`config.mk`:
```
export PLATFORM = sky130hd
export DESIGN_NAME = riscv_dmem_responder
export DESIGN_NICKNAME = d
export VERILOG_FILES = /design/src/rtl/riscv_dmem_responder.sv
export SDC_FILE = /design/constraint.sdc
export NUM_CORES = 2
export LEC_CHECK = 0
export CAP_MARGIN = 20
export CORE_AREA = 2 2 369 371
export CTS_CLUSTER_SIZE = 8
export DETAILED_ROUTE_END_ITERATION = 12
export DIE_AREA = 0 0 371 373
export PLACE_DENSITY_LB_ADDON = 0.3
export SETUP_SLACK_MARGIN = 0.1
export SYNTH_ARGS = -nofsm -noshare
export SYNTH_HDL_FRONTEND = slang
export SYNTH_SLANG_ARGS = --single-unit
export TNS_END_PERCENT = 1
```
`constraint.sdc`:
```
create_clock -name clk -period 4 [get_ports clk]
set_input_delay 0.8 -clock clk [delete_from_list [all_inputs] [get_ports clk]]
set_output_delay 0.8 -clock clk [all_outputs]
set_load 0.02 [all_outputs]
```
`src/rtl/riscv_dmem_responder.sv`:
```
// Data-memory slave for the single-cycle core: word RAM plus an MMIO block with a TX byte FIFO
// and a free-running cycle counter (counter present only when DMEM_CYCLE_COUNTER_EN is defined).
module riscv_dmem_responder #(
  parameter int unsigned DEPTH_WORDS = 64,
  parameter logic [31:0] MMIO_BASE   = 32'h0000_1000,
  parameter int unsigned FIFO_DEPTH  = 4
) (
  input  logic        clk,
  input  logic        reset,
  input  logic        mem_write,
  input  logic [31:0] addr,
  input  logic [31:0] write_data,
  output logic [31:0] read_data,
  output logic [7:0]  tx_data,
  output logic        tx_valid,
  input  logic        tx_ready
);

  localparam int unsigned AW        = $clog2(DEPTH_WORDS);
  localparam int unsigned PW        = $clog2(FIFO_DEPTH);
  localparam int unsigned CW        = PW + 1;
  localparam int unsigned RAM_BYTES = DEPTH_WORDS * 4;

  typedef enum logic [1:0] {
    REG_TXDATA = 2'd0,
    REG_STATUS = 2'd1,
    REG_CYCLE  = 2'd2,
    REG_RSVD   = 2'd3
  } mmio_reg_e;

  // Address decode; byte offset bits are ignored (word access only)
  logic       ram_hit;
  logic       mmio_hit;
  logic [AW-1:0] ram_idx;
  mmio_reg_e  reg_sel;

  assign ram_hit  = (addr < 32'(RAM_BYTES));
  assign mmio_hit = !ram_hit && (addr[31:4] == MMIO_BASE[31:4]);
  assign ram_idx  = addr[AW+1:2];
  assign reg_sel  = mmio_reg_e'(addr[3:2]);

  logic push_req;
  logic status_wr;

  assign push_req  = mem_write && mmio_hit && (reg_sel == REG_TXDATA);
  assign status_wr = mem_write && mmio_hit && (reg_sel == REG_STATUS);

  // Word RAM: contents survive reset
  logic [31:0] mem [DEPTH_WORDS];

  always_ff @(posedge clk) begin
    if (mem_write && ram_hit) begin
      mem[ram_idx] <= write_data;
    end
  end

  // TX FIFO control state
  logic [7:0]    fifo_q [FIFO_DEPTH];
  logic [PW-1:0] wr_ptr_q, wr_ptr_d;
  logic [PW-1:0] rd_ptr_q, rd_ptr_d;
  logic [CW-1:0] count_q, count_d;
  logic          ovf_q, ovf_d;

  logic fifo_empty;
  logic fifo_full;
  logic pop;
  logic push;

  assign fifo_empty = (count_q == '0);
  assign fifo_full  = (count_q == CW'(FIFO_DEPTH));
  assign pop        = !fifo_empty && tx_ready;
  // A same-cycle pop frees the slot, so a push into a full FIFO is still accepted
  assign push       = push_req && (!fifo_full || pop);

  always_comb begin
    wr_ptr_d = wr_ptr_q;
    rd_ptr_d = rd_ptr_q;
    count_d  = count_q;
    ovf_d    = ovf_q;

    if (push) begin
      wr_ptr_d = wr_ptr_q + PW'(1);
    end
    if (pop) begin
      rd_ptr_d = rd_ptr_q + PW'(1);
    end

    case ({push, pop})
      2'b10:   count_d = count_q + CW'(1);
      2'b01:   count_d = count_q - CW'(1);
      default: count_d = count_q;
    endcase

    if (status_wr) begin
      ovf_d = 1'b0;
    end else if (push_req && !push) begin
      ovf_d = 1'b1;
    end
  end

  always_ff @(posedge clk or negedge reset) begin
    if (!reset) begin
      wr_ptr_q <= '0;
      rd_ptr_q <= '0;
      count_q  <= '0;
      ovf_q    <= 1'b0;
    end else begin
      wr_ptr_q <= wr_ptr_d;
      rd_ptr_q <= rd_ptr_d;
      count_q  <= count_d;
      ovf_q    <= ovf_d;
    end
  end

  // FIFO storage is cleared on reset so tx_data reads 0 while idle after reset
  always_ff @(posedge clk or negedge reset) begin
    if (!reset) begin
      for (int i = 0; i < FIFO_DEPTH; i++) begin
        fifo_q[i] <= 8'h00;
      end
    end else if (push) begin
      fifo_q[wr_ptr_q] <= write_data[7:0];
    end
  end

  assign tx_valid = !fifo_empty;
  assign tx_data  = fifo_q[rd_ptr_q];

  // Cycle counter: a write wins over the increment in the same cycle
  logic [31:0] cycle_val;

`ifdef DMEM_CYCLE_COUNTER_EN
  logic        cycle_wr;
  logic [31:0] cycle_q, cycle_d;

  assign cycle_wr = mem_write && mmio_hit && (reg_sel == REG_CYCLE);

  always_comb begin
    cycle_d = cycle_q + 32'd1;
    if (cycle_wr) begin
      cycle_d = write_data;
    end
  end

  always_ff @(posedge clk or negedge reset) begin
    if (!reset) begin
      cycle_q <= '0;
    end else begin
      cycle_q <= cycle_d;
    end
  end

  assign cycle_val = cycle_q;
`else
  assign cycle_val = '0;
`endif

  // Combinational read mux
  logic [7:0] status;

  assign status = {1'b0, 4'(count_q), ovf_q, fifo_full, fifo_empty};

  always_comb begin
    read_data = '0;
    if (ram_hit) begin
      read_data = mem[ram_idx];
    end else if (mmio_hit) begin
      case (reg_sel)
        REG_STATUS: read_data = {24'h0, status};
        REG_CYCLE:  read_data = cycle_val;
        default:    read_data = '0;
      endcase
    end
  end

endmodule

```
### Word level (Yosys, flattened, before mapping)

Memories as Yosys holds them, arrays and structs flattened.
Cells that the tools add are included.

* register bits: 40
* memory bits (writable): 2048
* output and inout port bits: 41
* word-level logic and storage cells: 56
* memories kept: 1

Memories
* mem: depth 64, width 32, rd ports 1, clocked after memory_dff 0, write ports 1, RTL line 49 `logic [31:0] mem [DEPTH_WORDS];`

* add/subtract/negate cells: 4
* order comparisons: 4
* equal/unequal tests: 5
* multiplexer cells: 14
* bitwise logic cells: 2
* reductions and logical operators: 18

Operators by type and width (number)
* bitwise mux 32 bit: 1
* less-than comparator 32 x 9 -> 1 bit, second input constant: 1
* two-way mux 32 bit: 1
* == test 28 x 9 -> 1 bit, second input constant: 1
* two-way mux 8 bit: 3
* binary-select mux 8 bit (select 2 bit): 1
* demux 8 bit (select 2 bit): 1
* two-way mux 6 bit: 2
* logical AND 1 bit: 9
* >= comparator 3 bit, second input constant: 2
* NOT 2 -> 3 bit: 2
* one-hot mux 3 bit (2 select lines): 1
* adder 2 x 1 -> 2 bit, second input constant: 2
* == test 2 x 1 -> 1 bit, second input constant: 2
* zero test 1 bit: 4
* two-way mux 1 bit: 4
* nonzero test 2 bit: 2
* adder 3 x 1 -> 3 bit, second input constant: 1
* == test 3 bit, second input constant: 1
* zero test 3 bit: 1
* less-than comparator 3 x 1 -> 1 bit, second input constant: 1
* subtractor 3 x 1 -> 3 bit, second input constant: 1
* == test 2 bit, second input constant: 1
* zero test 2 bit: 1
* logical OR 1 bit: 1

### Logic depth before layout (Yosys ltp)

* depth after elaboration: 10
* mapped depth: 12
* gate-level depth less buffers: 11

### Worst setup path before layout

No wires, ideal clock.

* path type: input port to output port
* start: input port addr[4]
* end: output port read_data[28]
* arrival: 3420 ps
* required time: 3200 ps
* path slack: -220 ps
* stages: 9
* path buffers: 4
* cell sequence: clkbuf_1 > inv_2 > buf_2 > buf_2 > buf_1 > nand2_1 > nand3_1 > nand3_1 > a2111oi_0

* word-level cells in the longest chain between the ends: 2

RTL lines
* start: declaration: RTL line 11 `input logic [31:0] addr,`
* less-than comparator 32 x 9 -> 1 bit / memory read (64 x 32 bit) (equally long branches)
* two-way mux 32 bit (*): RTL line 165 `if (ram_hit) begin`
* end: declaration: RTL line 13 `output logic [31:0] read_data,`

Mark *: on every way between the ends. The rest lies on a longest branch, timed or not.

### Worst setup path in the final report

* start: input port addr[2]
* end: output port read_data[0]

* word-level cells in the longest chain between the ends: 5

RTL lines
* less-than comparator 32 x 9 -> 1 bit: RTL line 37 `assign ram_hit = (addr < 32'(RAM_BYTES));`
* zero test 1 bit: RTL line 38 `assign mmio_hit = !ram_hit && (addr[31:4] == MMIO_BASE[31:4]);`
* logical AND 1 bit: RTL line 38
* two-way mux 6 bit: RTL line 167 `end else if (mmio_hit) begin`
* two-way mux 32 bit (*): RTL line 165

Marks and branches as above.

==> flow_summary_export.csv <==
group,metric,value,unit
sta,fin_skew,0.0170,ns
floorplanning,die_x,371,um
sta,hold_viol,0,
placed_design,dpl_cell_area,88400,um^2
status,status,"complete, but fails checks",
sta,final-setup-viol-count,4,
global_routing,antenna_found_initial,9,
sta,period_share,101,%
routing,vias,43300,
floorplanning,ioPinCount,109,
clock_network,h-tree-depth,5,
synth,async_flop_share,1.92,%
routing,detail_route.wl_per_cell,39.8,um
sta,rsz0062_at_grt,"true",
power_and_ir_drop,ir_worst_vdd,0.000438,V
synth,ys_seq_area_share,78.1,%
critical_path,critPathMaxFanout,8,
placed_design,hpwl,130,mm
global_routing,top_usage_layer,"met2",
floorplanning,initial_utilization,59.5,%
power_and_ir_drop,p_leak,32.4,nW
critical_path,required,3.20,ns
placed_design,portBuffers,106,
critical_path,r2r_slack,1.37,ns
critical_path,critPathCaptureType,"output pin",
synth,syn_inst,3429,
floorplanning,dieArea,138000,um^2
synth,syn-num-nets,3503,
global_routing,grt_pass1_wl,332,mm
synth,ys_types,52,
critical_path,reg2regPathDepth,9,
critical_path,arrival,3.23,ns
critical_path,cp-start-kind,"input port",
layout,finish.utilization,73.2,%
clock_network,clk_latency,0.92,ns
routing,viasPerCell,7.19,
floorplanning,core_area,135000,um^2
synth,syn_area,80000,um^2
layout,final_cell_area,98500,um^2
layout,drive_gt1_share,39.8,%
global_routing,grt_max_degree,69,
job,drv_cap,0,
sta,tightestPinTransition,1.15,ns
clock_network,clock-sinks,2088,
global_routing,grt_overflow,0,
critical_path,r2r-start,"count_q[0]$_DFFE_PN0P_",
synth,synth_edf_count,2048,
floorplanning,die_y,373,um
routing,totalWireLength,240,mm
critical_path,reg2reg_to,"count_q[2]$_DFFE_PN0P_",
floorplanning,num_rows,135,
layout,fin_nets,4266,
global_routing,grt_usage,34.9,%
global_routing,grt_use_met2,54.4,%
synth,avgSynthCellArea,23.3,um^2
global_routing,use_met3,8.20,%
sta,fin_ws,-0.0271,ns
global_routing,use_met1,46.5,%
routing,ant_nets,0,
placed_design,gp_congestion,0.860,
clock_network,clkTransAtPathRegs,0.05,ns
power_and_ir_drop,p_per_area,502,nW/um^2
synth,synth-main-ff-cell,"edfxtp_1",
status,violations,"negative setup slack",
critical_path,crit_type,"in -> out",
clock_network,tritoncts,"done",
synth,yosys_register_bits,2088,
routing,first_pass_iters,5,
worst_hold_path,min_path_type,"in -> async",
sta,max_freq,0.248,GHz
clock_network,cts_buffers,311,
routing,drc,0,
sta,drv_slew,0,
synth,yosysWarnings,0,
routing,drt_iter0_markers,7266,
sta,period_needed,4.03,ns
clock_network,cts_root_buf,"clkbuf_16",
clock_network,cts_buffer_depth,4,
sta,maxSlewHeadroom,23.0,%
global_routing,grt_pass1_vias,44700,
layout,syn_to_final_growth,23.1,%
power by group:
| group | switching (mW) | internal [mW] | total, mW |
|---|---|---|---|
| logic | 1.37 | 1.14 | 2.51 |
| registers | 0.0840 | 24.1 | 24.2 |
| clock network | 8.76 | 14.0 | 22.8 |
| total | 10.2 | 39.2 | 49.5 |
per-stage QoR:
stage / worst slack, ns / hold slack (ns) / total power, mW / instances / setup TNS, ns
after detailed placement: -0.560 / 0.477 / 26.8 / 5587 / -12.63
after floorplan: -0.154 / 0.459 / 25.7 / 3429 / -166.24
after global routing: -0.0661 / 0.0696 / 50.5 / 6021 / -0.161
after CTS: 0.0173 / 0.00374 / 49.4 / 5986 / 0
after global placement: -0.576 / 0.472 / 26.7 / 5586 / -13.24
final: -0.0271 / 0.00343 / 49.5 / 6023 / -0.0690
how the worst max path moves through the flow:
| stage | cells after the start | from | slack [ns] | endpoint |
|---|---|---|---|---|
| after global placement | 7 | addr[9] | -0.58 | read_data[13] |
| final | 11 | addr[2] | -0.03 | read_data[0] |
| after detailed placement | 10 | addr[28] | -0.56 | read_data[0] |
| after global routing | 13 | addr[2] | -0.07 | read_data[3] |
| after floorplan | 7 | addr[2] | -0.15 | mem[39][0]$_DFFE_PP_ |
| after CTS | 11 | addr[2] | 0.02 | read_data[2] |
cell type report:
type	instances	area [um^2]
well taps	1781	2230
fillers	6875	36100
clock buffers	354	8110
flip-flops and latches	2088	62500
multi-input cells	1153	17800
repair buffers	627	7780
clock inverters	7	48.8
diodes	2	5.00
inverters	11	48.8
worst max-delay path, stage by stage:
cell and delay (ns):
buf_16 0.15, buf_16 0.18, buf_8 0.13, buf_4 0.13, mux4_2 0.53, nand2_2 0.11, nand2_2 0.09, a22oi_2 0.22
o211ai_1 0.20, a221o_2 0.47, buf_6 0.17
layer usage:
metal / vias to the layer above / part of all wire (%)
met5: - / 0.020
met4: 6 / 5.6
met2: 3897 / 48
li1: 16100 / -
met1: 22500 / 33
met3: 797 / 13
layout by cell type (no fill, tap or decap), types with 8 or more instances in the layout:
cell type	n
buf_6	14
clkbuf_16	321
nor2b_1	13
a22oi_1	29
a22o_1	10
buf_4	300
a21oi_1	10
mux2_2	39
a31oi_1	8
buf_2	42
edfxtp_1	2048
o22ai_2	10
mux2i_1	83
mux4_2	572
dlygate4sd2_1	11
nor2_4	70
nor2_1	37
clkbuf_1	35
a22oi_2	12
inv_1	10
nand4_1	8
nand2_1	82
buf_12	192
dfrtp_1	40
nand3_1	39
clkdlybuf4s50_1	14
buf_16	23
cells in the mapped netlist (all sizes together), types with 2 or more instances:
library cell,instances,area (um^2)
buf,93,437
xnor2,3,26.3
a22o,11,96.3
nor3,6,41.3
nor4,12,90.1
a221oi,4,35.0
nand4,8,50.1
nand2b,3,18.8
a2111oi,5,43.8
nor4b,2,17.5
o22ai,19,119
clkbuf,84,315
inv,11,41.3
a311oi,4,35.0
a311o,2,20.0
o31ai,2,15.0
a211oi,7,52.6
o2111a,2,22.5
mux2,42,473
dfrtp,40,1000
nand2,91,372
nand3,40,200
a31oi,10,62.6
nor2,113,424
and3,2,12.5
a22oi,41,308
nor2b,13,81.3
ha,5,62.6
o21ai,8,40.0
nand3b,2,15.0
edfxtp,2048,61500
and2,5,31.3
mux4,572,12900
mux2i,86,861
o211ai,6,45.0
a21oi,15,75.1
xor2,3,26.3
flip-flops by register name, indices dropped and copies added (netlist names):
| signal | cells |
|---|---|
| ovf_q | 1 |
| mem | 2048 |
| fifo_q | 32 |
| count_q | 3 |
| rd_ptr_q | 2 |
| wr_ptr_q | 2 |
cell families (layout without fill, tap and decap cells):
family | count (synthesis) | in the layout | synth area share, %
buffers and inverters | 188 | 999 | 0.991
xor gates and xnor gates | 6 | 6 | 0.0657
AOI/OAI and AO/OA | 140 | 140 | 1.26
muxes | 700 | 700 | 17.8
and+or+nand+nor | 301 | 301 | 1.73
adders and majority gates | 6 | 6 | 0.103
DFF | 2088 | 2088 | 78.1
other | 0 | 2 | 0
timing repair:
item | in CTS | in global routing
endpoints found under the setup margin | 32 | 32
hold buffers | 0 | 0
resized for setup | 160 | 123
setup buffers | 32 | 14
pin swaps | 19 | 31
cloned | 6 | 2
Note: power is estimated with default switching activity, not from simulation.
